`src/rtl/board_renderer.sv`:
```
// Walks the board cell memory and streams pixel writes for the VGA plot port.
// Redraws either the whole board (row-major) or one cell, with an optional cursor border.
module board_renderer #(
  parameter int          BOARD_N       = 8,
  parameter int          CELL_PX       = 8,
  parameter int          X0            = 16,
  parameter int          Y0            = 0,
  parameter int          XW            = 8,
  parameter int          YW            = 7,
  parameter logic [2:0]  GRID_COLOUR   = 3'b000,
  parameter logic [2:0]  EMPTY_COLOUR  = 3'b010,
  parameter logic [2:0]  P0_COLOUR     = 3'b000,
  parameter logic [2:0]  P1_COLOUR     = 3'b111,
  parameter logic [2:0]  HINT_COLOUR   = 3'b110,
  parameter logic [2:0]  CURSOR_COLOUR = 3'b100,
  localparam int         IW            = (BOARD_N > 1) ? $clog2(BOARD_N) : 1
) (
  input  logic          clock,
  input  logic          resetn,
  input  logic          start_full,
  input  logic          start_cell,
  input  logic [IW-1:0] cell_x,
  input  logic [IW-1:0] cell_y,
  input  logic          cursor_en,
  input  logic [IW-1:0] cursor_x,
  input  logic [IW-1:0] cursor_y,
  output logic [IW-1:0] rd_x,
  output logic [IW-1:0] rd_y,
  input  logic [1:0]    rd_data,
  output logic [XW-1:0] x_out,
  output logic [YW-1:0] y_out,
  output logic [2:0]    colour,
  output logic          plot,
  output logic          busy,
  output logic          done
);

  localparam int PW = $clog2(CELL_PX);

  typedef enum logic [2:0] {S_IDLE, S_FETCH, S_WAIT, S_DRAW, S_DONE} state_t;

  typedef struct packed {
    logic          en;
    logic [IW-1:0] x;
    logic [IW-1:0] y;
  } cursor_t;

  state_t        state;
  cursor_t       cur;
  logic          full;
  logic [1:0]    code;
  logic [PW-1:0] px, py, npx, npy;
  logic          last_px, last_pix, last_cell, cur_hit;

  function automatic logic [IW-1:0] clamp(input logic [IW-1:0] v);
    return (int'(v) >= BOARD_N) ? IW'(BOARD_N - 1) : v;
  endfunction

  function automatic logic [XW-1:0] x_at(input logic [IW-1:0] c, input logic [PW-1:0] p);
    return XW'(X0 + int'(c) * CELL_PX + int'(p));
  endfunction

  function automatic logic [YW-1:0] y_at(input logic [IW-1:0] r, input logic [PW-1:0] p);
    return YW'(Y0 + int'(r) * CELL_PX + int'(p));
  endfunction

  // Only the left and top edges are border; the right/bottom neighbour supplies the rest.
  function automatic logic [2:0] pix_colour(input logic [PW-1:0] cx, input logic [PW-1:0] cy,
                                            input logic [1:0] cd, input logic hit);
    if (cx == '0 || cy == '0) return hit ? CURSOR_COLOUR : GRID_COLOUR;
    if (cx >= PW'(2) && cx <= PW'(CELL_PX - 2) && cy >= PW'(2) && cy <= PW'(CELL_PX - 2)) begin
      case (cd)
        2'b01:   return P0_COLOUR;
        2'b10:   return P1_COLOUR;
        2'b11:   return HINT_COLOUR;
        default: return EMPTY_COLOUR;
      endcase
    end
    return EMPTY_COLOUR;
  endfunction

  always_comb begin
    last_px   = (px == PW'(CELL_PX - 1));
    last_pix  = last_px && (py == PW'(CELL_PX - 1));
    last_cell = (rd_x == IW'(BOARD_N - 1)) && (rd_y == IW'(BOARD_N - 1));
    cur_hit   = cur.en && (cur.x == rd_x) && (cur.y == rd_y);
    npx       = last_px ? '0 : px + PW'(1);
    npy       = last_px ? py + PW'(1) : py;
  end

  always_ff @(posedge clock or negedge resetn) begin
    if (!resetn) begin
      state  <= S_IDLE;
      cur    <= '0;
      full   <= 1'b0;
      code   <= 2'b00;
      px     <= '0;
      py     <= '0;
      rd_x   <= '0;
      rd_y   <= '0;
      x_out  <= '0;
      y_out  <= '0;
      colour <= 3'b000;
      plot   <= 1'b0;
      busy   <= 1'b0;
      done   <= 1'b0;
    end else begin
      case (state)
        S_IDLE: if (start_full || start_cell) begin
          state <= S_FETCH;
          busy  <= 1'b1;
          full  <= start_full;
          cur   <= '{en: cursor_en, x: clamp(cursor_x), y: clamp(cursor_y)};
          rd_x  <= start_full ? '0 : clamp(cell_x);
          rd_y  <= start_full ? '0 : clamp(cell_y);
        end
        S_FETCH: state <= S_WAIT;
        // rd_data is live this cycle, so the first pixel uses it directly.
        S_WAIT: begin
          state  <= S_DRAW;
          code   <= rd_data;
          px     <= '0;
          py     <= '0;
          plot   <= 1'b1;
          x_out  <= x_at(rd_x, '0);
          y_out  <= y_at(rd_y, '0);
          colour <= pix_colour('0, '0, rd_data, cur_hit);
        end
        S_DRAW: begin
          if (last_pix) begin
            plot <= 1'b0;
            if (full && !last_cell) begin
              state <= S_FETCH;
              if (rd_x == IW'(BOARD_N - 1)) begin
                rd_x <= '0;
                rd_y <= rd_y + IW'(1);
              end else begin
                rd_x <= rd_x + IW'(1);
              end
            end else begin
              state <= S_DONE;
              done  <= 1'b1;
            end
          end else begin
            px     <= npx;
            py     <= npy;
            x_out  <= x_at(rd_x, npx);
            y_out  <= y_at(rd_y, npy);
            colour <= pix_colour(npx, npy, code, cur_hit);
          end
        end
        S_DONE: begin
          state <= S_IDLE;
          done  <= 1'b0;
          busy  <= 1'b0;
        end
        default: state <= S_IDLE;
      endcase
    end
  end

endmodule

```
`config.mk`:
```
export PLATFORM = sky130hd
export DESIGN_NAME = board_renderer
export DESIGN_NICKNAME = d
export VERILOG_FILES = /design/src/rtl/board_renderer.sv
export SDC_FILE = /design/constraint.sdc
export NUM_CORES = 1
export LEC_CHECK = 0
export ABC_AREA = 1
export BUFFER_PORTS_ARGS = -buffer_cell sky130_fd_sc_hd__buf_2
export CORE_MARGIN = 4
export CORE_UTILIZATION = 50
export CTS_BUF_LIST = sky130_fd_sc_hd__clkbuf_8
export CTS_CLUSTER_DIAMETER = 80
export DETAILED_ROUTE_END_ITERATION = 8
export GPL_TIMING_DRIVEN = 0
export PLACE_DENSITY_LB_ADDON = 0.12
export REMOVE_ABC_BUFFERS = 1
export SYNTH_ARGS = -nofsm -noshare
export SYNTH_HDL_FRONTEND = slang
export SYNTH_SLANG_ARGS = --single-unit
```
`constraint.sdc`:
```
create_clock -name clock -period 1.94 [get_ports clock]
set_clock_uncertainty 0.1 [all_clocks]
set_input_delay 0.194 -clock clock [delete_from_list [all_inputs] [get_ports clock]]
set_output_delay 0.194 -clock clock [all_outputs]
set_load 0.01 [all_outputs]
```
; ---- Word-level counts from Yosys, hierarchy flattened
; Index checks and enable logic that the tools add are counted.
[word_totals]
reg_bits = 46
in_bits = 19
out_inout_bits = 27
word_cells = 122
[op_classes]
add_sub_neg = 7
magnitude_cmp = 4
n_eq_ne = 19
mux = 50
reduce_logical = 26
[ops]
columns = cell, count
row1 = two-way mux 3 bit, 24
row2 = one-hot mux 3 bit (2 select lines), 5
row3 = one-hot mux 8 bit (2 select lines), 1
row4 = equality test 3 bit (second input constant), 5
row5 = one-hot mux 7 bit (2 select lines), 1
row6 = adder 3 x 1 -> 3 bit (second input constant), 4
row7 = two-way mux 1 bit, 12
row8 = inequality test 2 bit (second input constant), 6
row9 = one-hot mux 3 bit (4 select lines), 1
row10 = AND reduction 2 bit, 5
row11 = zero test 3 bit, 3
row12 = one-hot mux 3 bit (3 select lines), 1
row13 = adder 7 x 3 -> 8 bit, 1
row14 = logical AND 1 bit, 8
row15 = two-way mux 8 bit, 1
row16 = nonzero test 2 bit, 4
row17 = adder 5 x 6 -> 7 bit (first input constant), 1
row18 = adder 6 x 3 -> 7 bit, 1
row19 = two-way mux 7 bit, 1
row20 = equality test 3 x 2 -> 1 bit (second input constant), 2
row21 = equality test 3 bit, 2
row22 = greater-or-equal comparator 3 x 2 -> 1 bit (second input constant), 2
row23 = <= comparator 3 bit (second input constant), 2
row24 = one-hot mux 1 bit (2 select lines), 3
row25 = other kinds (8), 10

; ---- Longest topological paths before layout
[logic_depth]
ltp_word = 14
depth_mapped = 11
mapped_depth_nobuf = 11

; ---- Least setup slack after synthesis
; Ideal clock, no wire load.
[synth_path]
kind = register to register
start = register px[0]
end = register colour[2]
setup_time_ns = 0.117
t_arrival_ns = 1.564
required_ns = 1.723
slack_ns = 0.159
stages_incl_launch_ff = 11
n_path_buf = 0
period_less_slack_ns = 1.781
cell_sequence = dfrtp_1 ha_1 ha_1 o21ai_0 inv_1 nand3_1 nand2_1 nand2_1 nand2_1 nor2_1 nor2_1
[synth_between]
elab_chain_cells = 14
elab_cells_between_ends = 29
cone_classes = add/sub (1) / order compare (4) / eq/ne (2) / mux (14) / reduce/logical (8)
[synth_rtl]
columns = item, line_no
row1 = "start, declared", 52  ; logic [PW-1:0] px, py, npx, npy;
row2 = "start signal, assigned", 145  ; px <= npx;
row3 = adder 3 x 1 -> 3 bit or equality test 3 bit (tied branches), "87, 83"
row4 = two-way mux 3 bit, 87  ; npx = last_px ? '0 : px + PW'(1);
row5 = greater-or-equal comparator 3 x 2 -> 1 bit or <= comparator 3 bit (tied branches), 71  ; if (cx >= PW'(2) && cx <= PW'(CELL_PX - 2) && cy >= PW'(2) && cy <= PW'(CELL_PX - 2)) begin
row6 = logical AND 1 bit (3 in series), 71
row7 = two-way mux 1 bit (2 in series), 71
row8 = two-way mux 1 bit, 130  ; if (last_pix) begin
row9 = two-way mux 1 bit, 108  ; case (state)
row10 = two-way mux 3 bit, 79  ; return EMPTY_COLOUR;
row11 = two-way mux 3 bit, 71
row12 = two-way mux 3 bit, 130
row13 = one-hot mux 3 bit (2 select lines), 108
row14 = "end signal, assigned", 127  ; colour <= pix_colour('0, '0, rd_data, cur_hit);
row15 = "end signal, assigned", 149  ; colour <= pix_colour(npx, npy, code, cur_hit);
row16 = "end, declared", 32  ; output logic [2:0] colour,
; Parallel ways exist; a longest one is shown, timed or not. The select of a mux whose other input is x is not followed.
; A chain may end at the register's enable or synchronous reset.

; ---- Final worst setup path
[layout_path]
start = register py[0]
end = register rd_y[0]
[layout_between]
elab_chain_cells = 4
[layout_rtl]
columns = item, line_no
row1 = "start, declared", 52
row2 = "start signal, assigned", 146  ; py <= npy;
row3 = equality test 3 bit, 84  ; last_pix = last_px && (py == PW'(CELL_PX - 1));
row4 = logical AND 1 bit, 84
row5 = inequality test 2 bit (no source line), n/a
row6 = AND reduction 5 bit (no source line), n/a
row7 = "end signal, assigned", 115  ; rd_y <= start_full ? '0 : clamp(cell_y);
row8 = "end signal, assigned", 136  ; rd_y <= rd_y + IW'(1);
row9 = "end, declared", 28  ; output logic [IW-1:0] rd_y,
; No other way between the ends.

==> key figures <==
GRT
  • Vias in the first global route: around 1700
  • Initial antenna violation count: 0
  • First-pass GRT wire length: 7.51 mm
  • Grt total ovfl: 0
  • Largest net degree at the start of global routing: 39
  • Total track usage: 0.184

Yosys
  • Async SR Flop Fraction: 1.00
  • Synthesis-stage register bit count: 38
  • Post-Synthesis Cells: around 260
  • Post-synth top area share: 0.462
  • Post-synth EDFFs: 0
  • Synthesized area: between 2000 and 2500 um^2
  • Predominant post-synthesis flop cell: dfrtp_1
  • Leading area contributor after synthesis: dfrtp_1
  • Synth warn: 0
  • Sequential share of the synthesized area: 0.462
  • Syn Area/Cell: approximately 8.1 um^2
  • Top cells by area, synth: dfrtp_1 (46%), nand2_1 (14%), ha_1 (6.1%)
  • Yosys cell types: 28

Status
  • Status: finished, final reports clean

Worst setup path
  • Crit path to: rd_y[0]$_DFFE_PN0P_
  • Worst setup startpoint: py[0]$_DFFE_PN0P_
  • Worst endpoint data arrival time: between 1500 and 2000 ps
  • Reg2reg path depth: 10
  • CP max stage delay: 420 ps
  • RR Startpoint: py[0]$_DFFE_PN0P_
  • Startpoint types: flop
  • Reg2reg end: rd_y[0]$_DFFE_PN0P_
  • WP data required: 2030 ps
  • Worst path slowest cell: dfrtp_1
  • CP Capture Type: flop
  • Worst reg-to-reg setup slack: 130 ps
  • Crit Path Category: flop to flop
  • Crit path cell chain: ha_1 -> ha_1 -> inv_1 -> o21ai_4 -> buf_12 -> nand3b_4 -> inv_2 -> nand2_2 -> nand2_1 -> nand2_1
  • CP max FO: 6

Finish
  • Share of cells above drive strength 1: 0.266
  • Area occupied by registers: between 900 and 1000 um^2
  • Area of the multi-input gates: around 980 um^2
  • Antenna diode count: 0
  • Syn-to-layout area delta: 22.3%
  • FILL cells: between 300 and 400
  • Final net count: around 330

STA
  • Final hold violation count: 0
  • Final Slew Violations: 0
  • Max_slew headroom: 0.435
  • Worst-margin pin slew: roughly 850 ps
  • Min Tclk post-route: around 1800 ps
  • Fmax: between 500 and 600 MHz
  • Hold slack: 6.46 ps
  • Final setup vio count: 0
  • RSZ-0062 raised after global routing: no
  • Fin crit share: 0.932

Worst hold path
  • Worst Hold Class: primary input to flop
  • Min-delay src: rd_data[1]

Clock tree
  • CTS sink count: 38
  • Worst-path clk slew: about 80 ps
  • Later-pin clock latency in the skew report: 290 ps
  • H-tree depth: 2
  • CTS tree: yes
  • TritonCTS Buffers: 5
  • Root buf cell: clkbuf_8
  • CTS max path bufs: 2

Floorplanning
  • Die area: 5200 um^2
  • Ports: 46
  • Die Ht: approximately 72 um
  • Core Box Area: around 4000 um^2
  • Initial core utilization: 0.514
  • Chip Width: 72.1 um
  • FP Rows: 23

Pwr
  • Total power: roughly 1.7 mW
  • Pwr/cell area: between 600 and 700 nW/um^2
  • Peak supply drop: roughly 390 uV
  • Leakage Power: around 1.4 nW

Detailed routing
  • DRC Markers: 0
  • 1st-iter DRT viols: 86
  • Final WL: 4.23 mm
  • Drt wl/cell: 11.9 um
  • Routed Antenna Nets: 0
  • Vias: ~1700
  • DRT Pass-1 Iters: 4
  • Vias per cell: roughly 4.9

Job
  • Max-cap violations: 0

Place
  • Final HPWL DP: between 3 and 4 mm
  • RePlAce Congestion: between 0.7 and 0.8
  • IO buf count: 43
==> where the power goes <==
group | total (mW) | switching, mW | internal [mW] | leakage [nW]
Clock | 0.837 | 0.288 | 0.549 | 0.0714
Combinational | 0.0400 | 0.0252 | 0.0148 | 0.937
Sequential | 0.791 | 0 | 0.791 | 0.437
Total | 1.67 | 0.313 | 1.35 | 1.45
==> registers in the layout, indices dropped and copies added (netlist names) <==
name	cells
plot	1
py	2
done	1
code	2
colour	3
rd_x	3
x_out	5
cur	7
y_out	4
rd_y	3
full	1
state	3
busy	1
px	2
==> area by class of cell <==
cell class / instances / area share
flip-flops and latches: 38 / 0.379
multi-input cells: 180 / 0.390
clock buffers: 6 / 0.0328
repair buffers: 46 / 0.100
well taps: 50 / 0.0249
clock inverters: 2 / 0.0239
inverters: 32 / 0.0498
==> stage by stage <==
stage	instances	utilization	setup TNS [ps]	setup WS [ps]	cell area, um^2
6_report	354	0.629	0	133	2510
5_1_grt	354	0.629	0	2.40	2510
2_1_floorplan	250	-	0	156	2020
4_1_cts	352	0.612	0	16.3	2450
3_3_place_gp	343	0.574	-326	-42.4	2290
3_5_place_dp	343	0.574	-168	-32.9	2290
==> layer usage <==
layer  GRT usage  part of all wire  vias up
li1            -                 -      895
met1       0.232              0.48      796
met2       0.304              0.46       32
met3      0.0512             0.050        6
met4      0.0626             0.015        0
met5           0                 0        -
==> worst min path at each step <==
stage,endpoint,slack [ps],depth (start not counted)
final,code[1]$_DFFE_PN0P_,6,3
after global routing,code[1]$_DFFE_PN0P_,20,3
after CTS,code[1]$_DFFE_PN0P_,2,3
after detailed placement,y_out[2]$_DFFE_PN0P_,260,1
after global placement,y_out[2]$_DFFE_PN0P_,260,1
after floorplan,busy$_DFFE_PN0P_,-200,0
==> kinds of logic (layout without fill, tap and decap cells) <==
group / Yosys count / count (layout) / share of synthesized area
simple gates: 134 / 134 / 0.293
flops: 38 / 38 / 0.462
buf+inv: 38 / 86 / 0.0797
compound gates: 32 / 32 / 0.0931
fa+ha+maj: 10 / 10 / 0.0608
other cells: 1 / 2 / 0.00182
xor+xnor: 1 / 1 / 0.00426
mux: 1 / 1 / 0.00547
==> synthesized netlist by cell type (2+ instances only) <==
cell type and count:
nand2_1 79, dfrtp_1 38, inv_1 27, nor2_1 23
nand3_1 19, o21ai_0 16, ha_1 10, a21oi_1 9
inv_2 5, nand2_2 4, buf_4 3, o21ai_2 3
a21boi_0 2, buf_2 2, nor3_2 2
==> cells in the final DEF, fill, tap and decap left out, drive strengths merged <==
cell type and n:
nand2 84, buf 45, dfrtp 38, inv 32, nor2 24, nand3 20, o21ai 20, a21oi 10
ha 10, clkbuf 6, nor3 3, conb 2, bufinv 2, or2 2, a21boi 2, nand3b 1
xor2 1, mux2 1, dlygate4sd3 1
==> critical path: cells and delay by family (launching register included) <==
| family | cells | cell delay, ps |
|---|---|---|
| adder cells (fa/ha/maj) | 2 | 360 |
| AND/OR/NAND/NOR | 4 | 270 |
| buffers and inverters | 3 | 340 |
| AO/OA/AOI/OAI | 1 | 200 |
| flip-flops | 1 | 420 |
==> what timing repair did <==
action / 4_1_cts / 5_1_grt
resized for setup: 2 / 10
setup buffers: 0 / 2
pin swaps: 0 / 1
gates cloned: 0 / 0
hold buffers: 1 / 0
endpoints found under the setup margin: 15 / 22
hold endpoints to repair: 38 / 0
Note: power is estimated with default switching activity, not from simulation.
